--- config.mk ---
export PLATFORM = sky130hd
export DESIGN_NAME = hsv_core_issue_stage
export DESIGN_NICKNAME = d
export VERILOG_FILES = /design/src/rtl/hsv_core_issue_stage.sv
export SDC_FILE = /design/constraint.sdc
export NUM_CORES = 2
export LEC_CHECK = 0
export BUFFER_PORTS_ARGS = -buffer_cell sky130_fd_sc_hd__buf_2
export CORE_UTILIZATION = 35
export CTS_BUF_LIST = sky130_fd_sc_hd__clkbuf_2 sky130_fd_sc_hd__clkbuf_4 sky130_fd_sc_hd__clkbuf_8
export DETAILED_ROUTE_END_ITERATION = 10
export PLACE_DENSITY = 0.54
export REMOVE_ABC_BUFFERS = 1
export SYNTH_ARGS = -nofsm -noshare
export SYNTH_HDL_FRONTEND = slang
export SYNTH_SLANG_ARGS = --single-unit
--- constraint.sdc ---
create_clock -name clk_core -period 52.3 [get_ports clk_core]
set_input_delay 10.46 -clock clk_core [delete_from_list [all_inputs] [get_ports clk_core]]
set_output_delay 10.46 -clock clk_core [all_outputs]
set_load 0.03 [all_outputs]
--- src/rtl/hsv_core_issue_stage.sv ---
// Issue stage of the HSV RV32 core: integer register file, RAW pending-write scoreboard
// and a one-entry dispatch register feeding the ALU, branch, ctrl/status and memory units.
package hsv_core_pkg;
  typedef logic [31:0] word_t;
  typedef logic [4:0]  reg_addr_t;

  typedef struct packed {
    word_t     pc;
    reg_addr_t rs1_addr;
    reg_addr_t rs2_addr;
    reg_addr_t rd_addr;
    word_t     immediate;
  } common_t;

  typedef struct packed {
    logic alu;
    logic branch;
    logic ctrl_status;
    logic mem;
  } exec_select_t;

  typedef struct packed { logic [3:0] op; } alu_payload_t;
  typedef struct packed { logic [3:0] op; } branch_payload_t;
  typedef struct packed { logic [3:0] op; logic [11:0] csr_addr; } ctrl_status_payload_t;
  typedef struct packed { logic [3:0] op; } mem_payload_t;

  typedef struct packed {
    common_t              common;
    exec_select_t         exec_select;
    alu_payload_t         alu;
    branch_payload_t      branch;
    ctrl_status_payload_t ctrl_status;
    mem_payload_t         mem;
  } issue_data_t;

  typedef struct packed {
    common_t      common;
    word_t        rs1_value;
    word_t        rs2_value;
    alu_payload_t payload;
  } alu_data_t;

  typedef struct packed {
    common_t         common;
    word_t           rs1_value;
    word_t           rs2_value;
    branch_payload_t payload;
  } branch_data_t;

  typedef struct packed {
    common_t              common;
    word_t                rs1_value;
    word_t                rs2_value;
    ctrl_status_payload_t payload;
  } ctrl_status_data_t;

  typedef struct packed {
    common_t      common;
    word_t        rs1_value;
    word_t        rs2_value;
    mem_payload_t payload;
  } mem_data_t;
endpackage

module hsv_core_issue_stage
  import hsv_core_pkg::*;
(
  input  logic              clk_core,
  input  logic              rst_core_n,
  input  logic              flush_req,
  output logic              flush_ack,
  input  issue_data_t       issue_data,
  input  logic              valid_i,
  output logic              ready_o,
  output alu_data_t         alu_data,
  output branch_data_t      branch_data,
  output ctrl_status_data_t ctrl_status_data,
  output mem_data_t         mem_data,
  input  logic              alu_ready_i,
  input  logic              branch_ready_i,
  input  logic              ctrl_status_ready_i,
  input  logic              mem_ready_i,
  output logic              alu_valid_o,
  output logic              branch_valid_o,
  output logic              ctrl_status_valid_o,
  output logic              mem_valid_o,
  input  logic [4:0]        wr_addr,
  input  logic [31:0]       wr_data,
  input  logic              wr_en,
  input  logic [31:0]       commit_mask
);
  logic [31:0]       regs [32];
  word_t             rs1_value;
  word_t             rs2_value;
  reg_addr_t         rs1_addr;
  reg_addr_t         rs2_addr;
  reg_addr_t         rd_addr;
  logic [31:0]       pending;
  logic [31:0]       pending_live;
  logic [31:0]       pending_set;
  logic              hazard;
  logic              out_free;
  logic              held_ready;
  logic              accept;
  logic              flush_ack_q;
  logic [3:0]        valid_q;
  logic [3:0]        unit_ready;
  logic [3:0]        sel;
  alu_data_t         alu_q;
  branch_data_t      branch_q;
  ctrl_status_data_t ctrl_status_q;
  mem_data_t         mem_q;

  assign rs1_addr = issue_data.common.rs1_addr;
  assign rs2_addr = issue_data.common.rs2_addr;
  assign rd_addr  = issue_data.common.rd_addr;

  // Operand read with write-first bypass from the writeback port; x0 is hardwired to zero.
  always_comb begin
    rs1_value = '0;
    rs2_value = '0;
    if (rs1_addr != '0) rs1_value = (wr_en && wr_addr == rs1_addr) ? wr_data : regs[rs1_addr];
    if (rs2_addr != '0) rs2_value = (wr_en && wr_addr == rs2_addr) ? wr_data : regs[rs2_addr];
  end

  // A register committed this very cycle no longer counts as a hazard.
  assign pending_live = pending & ~commit_mask;
  assign hazard = (rs1_addr != '0 && pending_live[rs1_addr]) ||
                  (rs2_addr != '0 && pending_live[rs2_addr]);

  // Handshake: a transfer happens on any edge where valid and ready are both 1; a raised
  // valid and its data stay unchanged until that edge, and ready never depends on valid.
  assign unit_ready = {alu_ready_i, branch_ready_i, ctrl_status_ready_i, mem_ready_i};
  assign held_ready = |(valid_q & unit_ready);
  assign out_free   = (valid_q == '0) || held_ready;
  assign ready_o    = out_free && !hazard && !flush_req && !rst_core_n;
  assign accept     = valid_i && ready_o;

  always_comb begin
    sel = '0;
    if (issue_data.exec_select.alu)              sel = 4'b1000;
    else if (issue_data.exec_select.branch)      sel = 4'b0100;
    else if (issue_data.exec_select.ctrl_status) sel = 4'b0010;
    else if (issue_data.exec_select.mem)         sel = 4'b0001;
  end

  always_comb begin
    pending_set = '0;
    if (accept && rd_addr != '0) pending_set[rd_addr] = 1'b1;
  end

  always_ff @(posedge clk_core) begin
    if (rst_core_n) begin
      valid_q     <= '0;
      pending     <= '0;
      flush_ack_q <= 1'b0;
    end else begin
      flush_ack_q <= flush_req;
      if (flush_req) begin
        valid_q <= '0;
        pending <= '0;
      end else begin
        pending <= pending_live | pending_set;
        if (accept)          valid_q <= sel;
        else if (held_ready) valid_q <= '0;
      end
    end
  end

  always_ff @(posedge clk_core) begin
    if (rst_core_n) begin
      for (int i = 0; i < 32; i++) regs[i] <= '0;
    end else if (wr_en && wr_addr != '0) begin
      regs[wr_addr] <= wr_data;
    end
  end

  // Only the selected unit's register is loaded; the others keep their last contents.
  always_ff @(posedge clk_core) begin
    if (accept) begin
      if (sel[3]) begin
        alu_q.common    <= issue_data.common;
        alu_q.rs1_value <= rs1_value;
        alu_q.rs2_value <= rs2_value;
        alu_q.payload   <= issue_data.alu;
      end
      if (sel[2]) begin
        branch_q.common    <= issue_data.common;
        branch_q.rs1_value <= rs1_value;
        branch_q.rs2_value <= rs2_value;
        branch_q.payload   <= issue_data.branch;
      end
      if (sel[1]) begin
        ctrl_status_q.common    <= issue_data.common;
        ctrl_status_q.rs1_value <= rs1_value;
        ctrl_status_q.rs2_value <= rs2_value;
        ctrl_status_q.payload   <= issue_data.ctrl_status;
      end
      if (sel[0]) begin
        mem_q.common    <= issue_data.common;
        mem_q.rs1_value <= rs1_value;
        mem_q.rs2_value <= rs2_value;
        mem_q.payload   <= issue_data.mem;
      end
    end
  end

  assign alu_data            = alu_q;
  assign branch_data         = branch_q;
  assign ctrl_status_data    = ctrl_status_q;
  assign mem_data            = mem_q;
  assign alu_valid_o         = valid_q[3];
  assign branch_valid_o      = valid_q[2];
  assign ctrl_status_valid_o = valid_q[1];
  assign mem_valid_o         = valid_q[0];
  assign flush_ack           = flush_ack_q;
endmodule

# Word level (Yosys, flattened, before mapping)
# Memory sizes are Yosys's and may differ from the RTL's.
# Index checks and enable logic that the tools add are counted.
[word_totals]
regBits = 637
ramBits = 1024
input_bits = 189
out_inout_bits = 606
word_cells = 101
memories = 1
[op_classes]
n_lt_le_gt_ge = 4
eq_ne = 2
muxes = 25
n_bitwise = 4
n_reduce_logical = 29
[mem_list]
columns = ["memory", "words", "width", "read_ports", "rd_clocked_by_memory_dff", "write_ports", "line", "text"]
rows = [
  ["regs", 32, 32, 2, 0, 32, "92", "logic [31:0] regs [32];"],
]
[op_table]
columns = ["operator", "count"]
rows = [
  ["$mux W32", 6],
  ["$and A32 B32 Y32", 1],
  ["$not A32 Y32", 1],
  ["$or A32 B32 Y32", 1],
  ["$reduce_or A32 Y1", 1],
  ["$reduce_bool A5 Y1", 4],
  ["$lt A5 B6 Y1 const B", 3],
  ["$mux W4", 3],
  ["$logic_and A1 B1 Y1", 11],
  ["$bmux W1 S5", 2],
  ["$eq A5 B5 Y1", 2],
  ["$mux W1", 10],
  ["$reduce_and A2 Y1", 4],
  ["$demux W1 S5", 1],
  ["$ge A5 B1 Y1 const B", 1],
  ["$mux W5", 1],
  ["$and A4 B4 Y4", 1],
  ["$logic_not A4 Y1", 1],
  ["$reduce_or A4 Y1", 1],
  ["$logic_not A1 Y1", 3],
  ["$mux W3", 1],
  ["$logic_or A1 B1 Y1", 2],
  ["$mux W2", 1],
  ["$reduce_bool A2 Y1", 1],
  ["$reduce_or A2 Y1", 1],
]

# Depth between registers and ports, before layout
[depth]
depth_word = 14
ltp_mapped = 11
ltp_nobuf = 6

# Worst setup path before layout
# Ideal clock, no wire load.
[synth_path]
kind = "input -> register"
startpoint = "input issue_data[72] (netlist name)"
endpoint = "register ctrl_status_q (netlist bit ctrl_status_data[0]) (enable)"
setup_ns = 1.068
t_arrival_ns = 26.903
required_ns = 51.232
slack_ns = 24.329
stages = 8
n_path_buf = 3
path_cell_list = "clkbuf_1 -> mux4_2 -> o211ai_1 -> a211o_1 -> nand4_1 -> buf_4 -> buf_6 -> nor4_1"
[synth_between]
elab_chain_cells = 10
word_cells_on_any_way = 11
classes_between = "2 x mux; 9 x reduce/logical"
[synth_rtl]
columns = ["element", "line", "text"]
rows = [
  ["start, declared", "72", "input issue_data_t issue_data,"],
  ["$bmux W1 S5", "129", "(rs2_addr != '0 && pending_live[rs2_addr]);"],
  ["$mux W1 (not written as such)", "129", ""],
  ["$logic_and A1 B1 Y1 *", "129", ""],
  ["$logic_or A1 B1 Y1 *", "128", "assign hazard = (rs1_addr != '0 && pending_live[rs1_addr]) ||"],
  ["$logic_not A1 Y1 *", "136", "assign ready_o = out_free && !hazard && !flush_req && !rst_core_n;"],
  ["$logic_and A1 B1 Y1 * (3 in series)", "136", ""],
  ["$logic_and A1 B1 Y1 *", "137", "assign accept = valid_i && ready_o;"],
  ["$reduce_and A2 Y1 (no source line) *", "-", ""],
  ["end, declared", "111", "ctrl_status_data_t ctrl_status_q;"],
]
# Mark *: on every way between the ends. The rest lies on a longest branch, timed or not. The select of a mux whose other input is x is not followed.
# A chain may end at the register's enable or synchronous reset.

# Worst setup path in the final report
[layout_path]
startpoint = "input issue_data[74] (netlist name)"
endpoint = "output ready_o"
[layout_between]
elab_chain_cells = 8
word_cells_on_any_way = 9
classes_between = "2 x mux; 7 x reduce/logical"
[layout_rtl]
columns = ["element", "line", "text"]
rows = [
  ["$bmux W1 S5", "128", ""],
  ["$mux W1 (not written as such)", "128", ""],
  ["$logic_and A1 B1 Y1 *", "128", ""],
  ["$logic_or A1 B1 Y1 *", "128", ""],
  ["$logic_not A1 Y1 *", "136", ""],
  ["$logic_and A1 B1 Y1 * (3 in series)", "136", ""],
  ["end, declared", "74", "output logic ready_o,"],
]
# Marks and branches as above.

==> impl_metrics.yaml <==
yosys:
  netlist_area_um2: 75270
  ys.flop_type: "edfxtp_1"
  synth.yosys.seq_area_share: 0.6577
  yosysMostFrequentCell: "edfxtp_1"
  async_flop_share: 0
  ys_top_cells_by_count: "1624 x edfxtp_1, 993 x and2_1, 633 x mux4_2"
  netlist_top_cells_area: "edfxtp_1 65%, mux4_2 19%, and2_1 8.3%"
  synthCells: 4256
  yosysTopAreaCellShare: 0.6479
  yosys_warnings: 0
  yosys_register_bits: 1661
  synth.avg_cell_area_um2: 17.69
  synth_area_leader_cell: "edfxtp_1"
  synth-edff-count: 1624
  synth.distinct_cells: 56
global_route:
  grt_pass1_vias: 45539
  grt_first_pass_wirelength_um: 368700
  grt_antenna_before_repair: 46
  grt.total_usage: 0.2471
  grt.overflow.total: 0
  pin_count_of_the_biggest_net_entering_global_routing: 121
power:
  fin_total_pwr_mw: 3.072
  power_density_nw_per_um2: 34.70
  p_leak_nw: 30.82
  vdd_ir_drop_max_uv: 28.25
clocking:
  cts_htree_levels: 5
  path_clk_slew_ns: 0.07
  clkLatencyLatePin_ns: 1.07
  cts.path.max_buffers: 4
  cts_setup_buffers: 0
  ctsHoldBuffers: 0
  cts_resized: 0
  clkSinkCount: 1661
  cts_tree: "yes"
  cts_buffers: 313
  clock-root-buffer: "clkbuf_8"
cells_and_area:
  layout.filler_cells: 19079
  flow.area_growth_from_synthesis_pct: 17.60
  finish.instance_area_um2: 88520
  fin_nets: 5317
  drive_gt1_frac: 0.3946
timing:
  slew_viol_final: 0
  worst_clock_skew_ns: 0.08977
  fmaxAchievable_ghz: 0.04347
  tcrit_tclk_final: 0.4399
  rsz0062_at_grt: "false"
  fin_tns_setup_ns: 0
  timing.slew.headroom: 0.05482
  period_needed_ns: 23.00
  fin_worst_hold_slack_ns: 0.5133
  report.final.hold_viol_count: 0
  worst_pin_slew_ns: 1.414
  report.final.setup_viol: 0
hold_path:
  worst_hold_path_type: "register to register"
floorplan:
  num_rows: 169
  placeableCoreArea_um2: 212900
  chipHeight_um: 465.8
  die-width_um: 465.8
  design.die.area_um2: 216900
  start_util: 0.3535
  io_pins: 795
critical_path:
  cp_max_fo: 29
  crit_type: "input pin to primary output"
  end_kind: "primary output"
  cp.arrival_ns: 12.54
  cp_data_required_time_ns: 41.84
  critical_path.startpoint_type: "input pin"
place:
  gp_congestion: 0.8341
  cell_area_after_placement_um2: 82580
  portBuffers: 794
  dp.final_hpwl_um: 159400
route:
  residual_antenna_violating_net_count_after_detailed_routing: 0
  wire_per_inst_um: 33.35
  drt-initial-drc-count: 5346
  routed-via-count: 45087
  first_pass_iters: 5
  detail_route.drc_violations: 0
  routed_wirelength_um: 272900
  avgViaCountPerCell: 5.511
run:
  max_cap_violations: 0
outcome:
  run_status: "finished, final reports clean"
==> cells by family (layout without fill, tap and decap cells) <==
kind of cell | count (synthesis) | after routing | synth area share
mux | 695 | 695 | 0.1976
flops | 1661 | 1661 | 0.6577
xor+xnor | 10 | 10 | 0.001164
other cells | 1 | 49 | 0.00004982
compound gates | 155 | 155 | 0.01513
simple gates | 1332 | 1332 | 0.1051
buf+inv | 402 | 1459 | 0.02322
==> cell usage in the layout, fill, tap and decap left out, types with 5 or more instances in the layout <==
cell,count
a211oi_1,81
a21oi_1,5
and2_1,993
buf_12,6
buf_2,783
buf_4,127
bufinv_16,10
clkbuf_4,90
clkbuf_8,320
clkinv_1,61
clkinv_2,37
clkinvlp_4,8
conb_1,32
dfxtp_1,37
diode_2,17
edfxtp_1,1624
inv_6,5
mux2i_1,62
mux4_2,633
nand2_1,61
nand2b_1,21
nand3_1,20
nand3b_1,8
nor2_1,74
nor2_4,34
nor2b_1,41
nor3_1,12
o21ai_1,18
o31ai_1,15
o32ai_1,9
or2_2,33
xor2_1,8
==> metal layers <==
metal | part of all wire | GRT usage | vias up
li1 | - | - | 18360
met4 | 0.045 | 0.1093 | 14
met1 | 0.38 | 0.3060 | 23562
met3 | 0.088 | 0.05930 | 645
met5 | 0.00032 | 0 | -
met2 | 0.49 | 0.4108 | 2506
==> critical path, cell delays in order <==
cell       delay, ns
buf_8           0.30
inv_2           0.14
mux4_2          0.46
a2111oi_0       0.51
a21oi_1         0.12
nand4_1         0.16
nor2_1          0.09
buf_2           0.18
==> worst paths after layout <==
| check | from | endpoint | slack, ns | cells past startpoint |
|---|---|---|---|---|
| worst min register to register | pending[8] | pending[8] | 0.51 | 2 |
| worst max register to register | valid_q[0] | alu_data[13] | 46.84 | 9 |
| worst max-delay path | issue_data[74] | ready_o | 29.30 | 8 |
| worst min-delay path | pending[8] | pending[8] | 0.51 | 2 |
==> flip-flops by register name, indices dropped and copies added, names as in the netlist <==
| register | cells |
|---|---|
| alu_data | 147 |
| branch_data | 147 |
| ctrl_status_data | 159 |
| flush_ack | 1 |
| mem_data | 147 |
| pending | 32 |
| regs | 1024 |
| valid_q | 4 |
==> per-stage QoR <==
step	util	std cells	worst slack, ns
3_5_place_dp	0.3878	7634	29.31
5_1_grt	0.4156	8174	29.18
6_report	0.4157	8182	29.30
3_3_place_gp	0.3878	7634	29.30
2_1_floorplan	-	3890	23.96
4_1_cts	0.4155	8165	29.30
==> report_power, final <==
part	internal (mW)	switching, mW
Combinational	0.114	0.171
Sequential	1.52	0.0225
Clock	0.680	0.564
Total	2.31	0.757
==> cell type report <==
type                    count  area [um2]  share of cell area
diodes                     17       42.54           0.0004806
flip-flops and latches   1661       49510              0.5593
well taps                2821        3530             0.03987
repair buffers            923        5086             0.05746
inverters                   5       18.77           0.0002120
clock buffers             410        5080             0.05739
multi-input cells        2224       24440              0.2761
clock inverters           121       818.3            0.009244
Power figures use the tool's default switching activity.
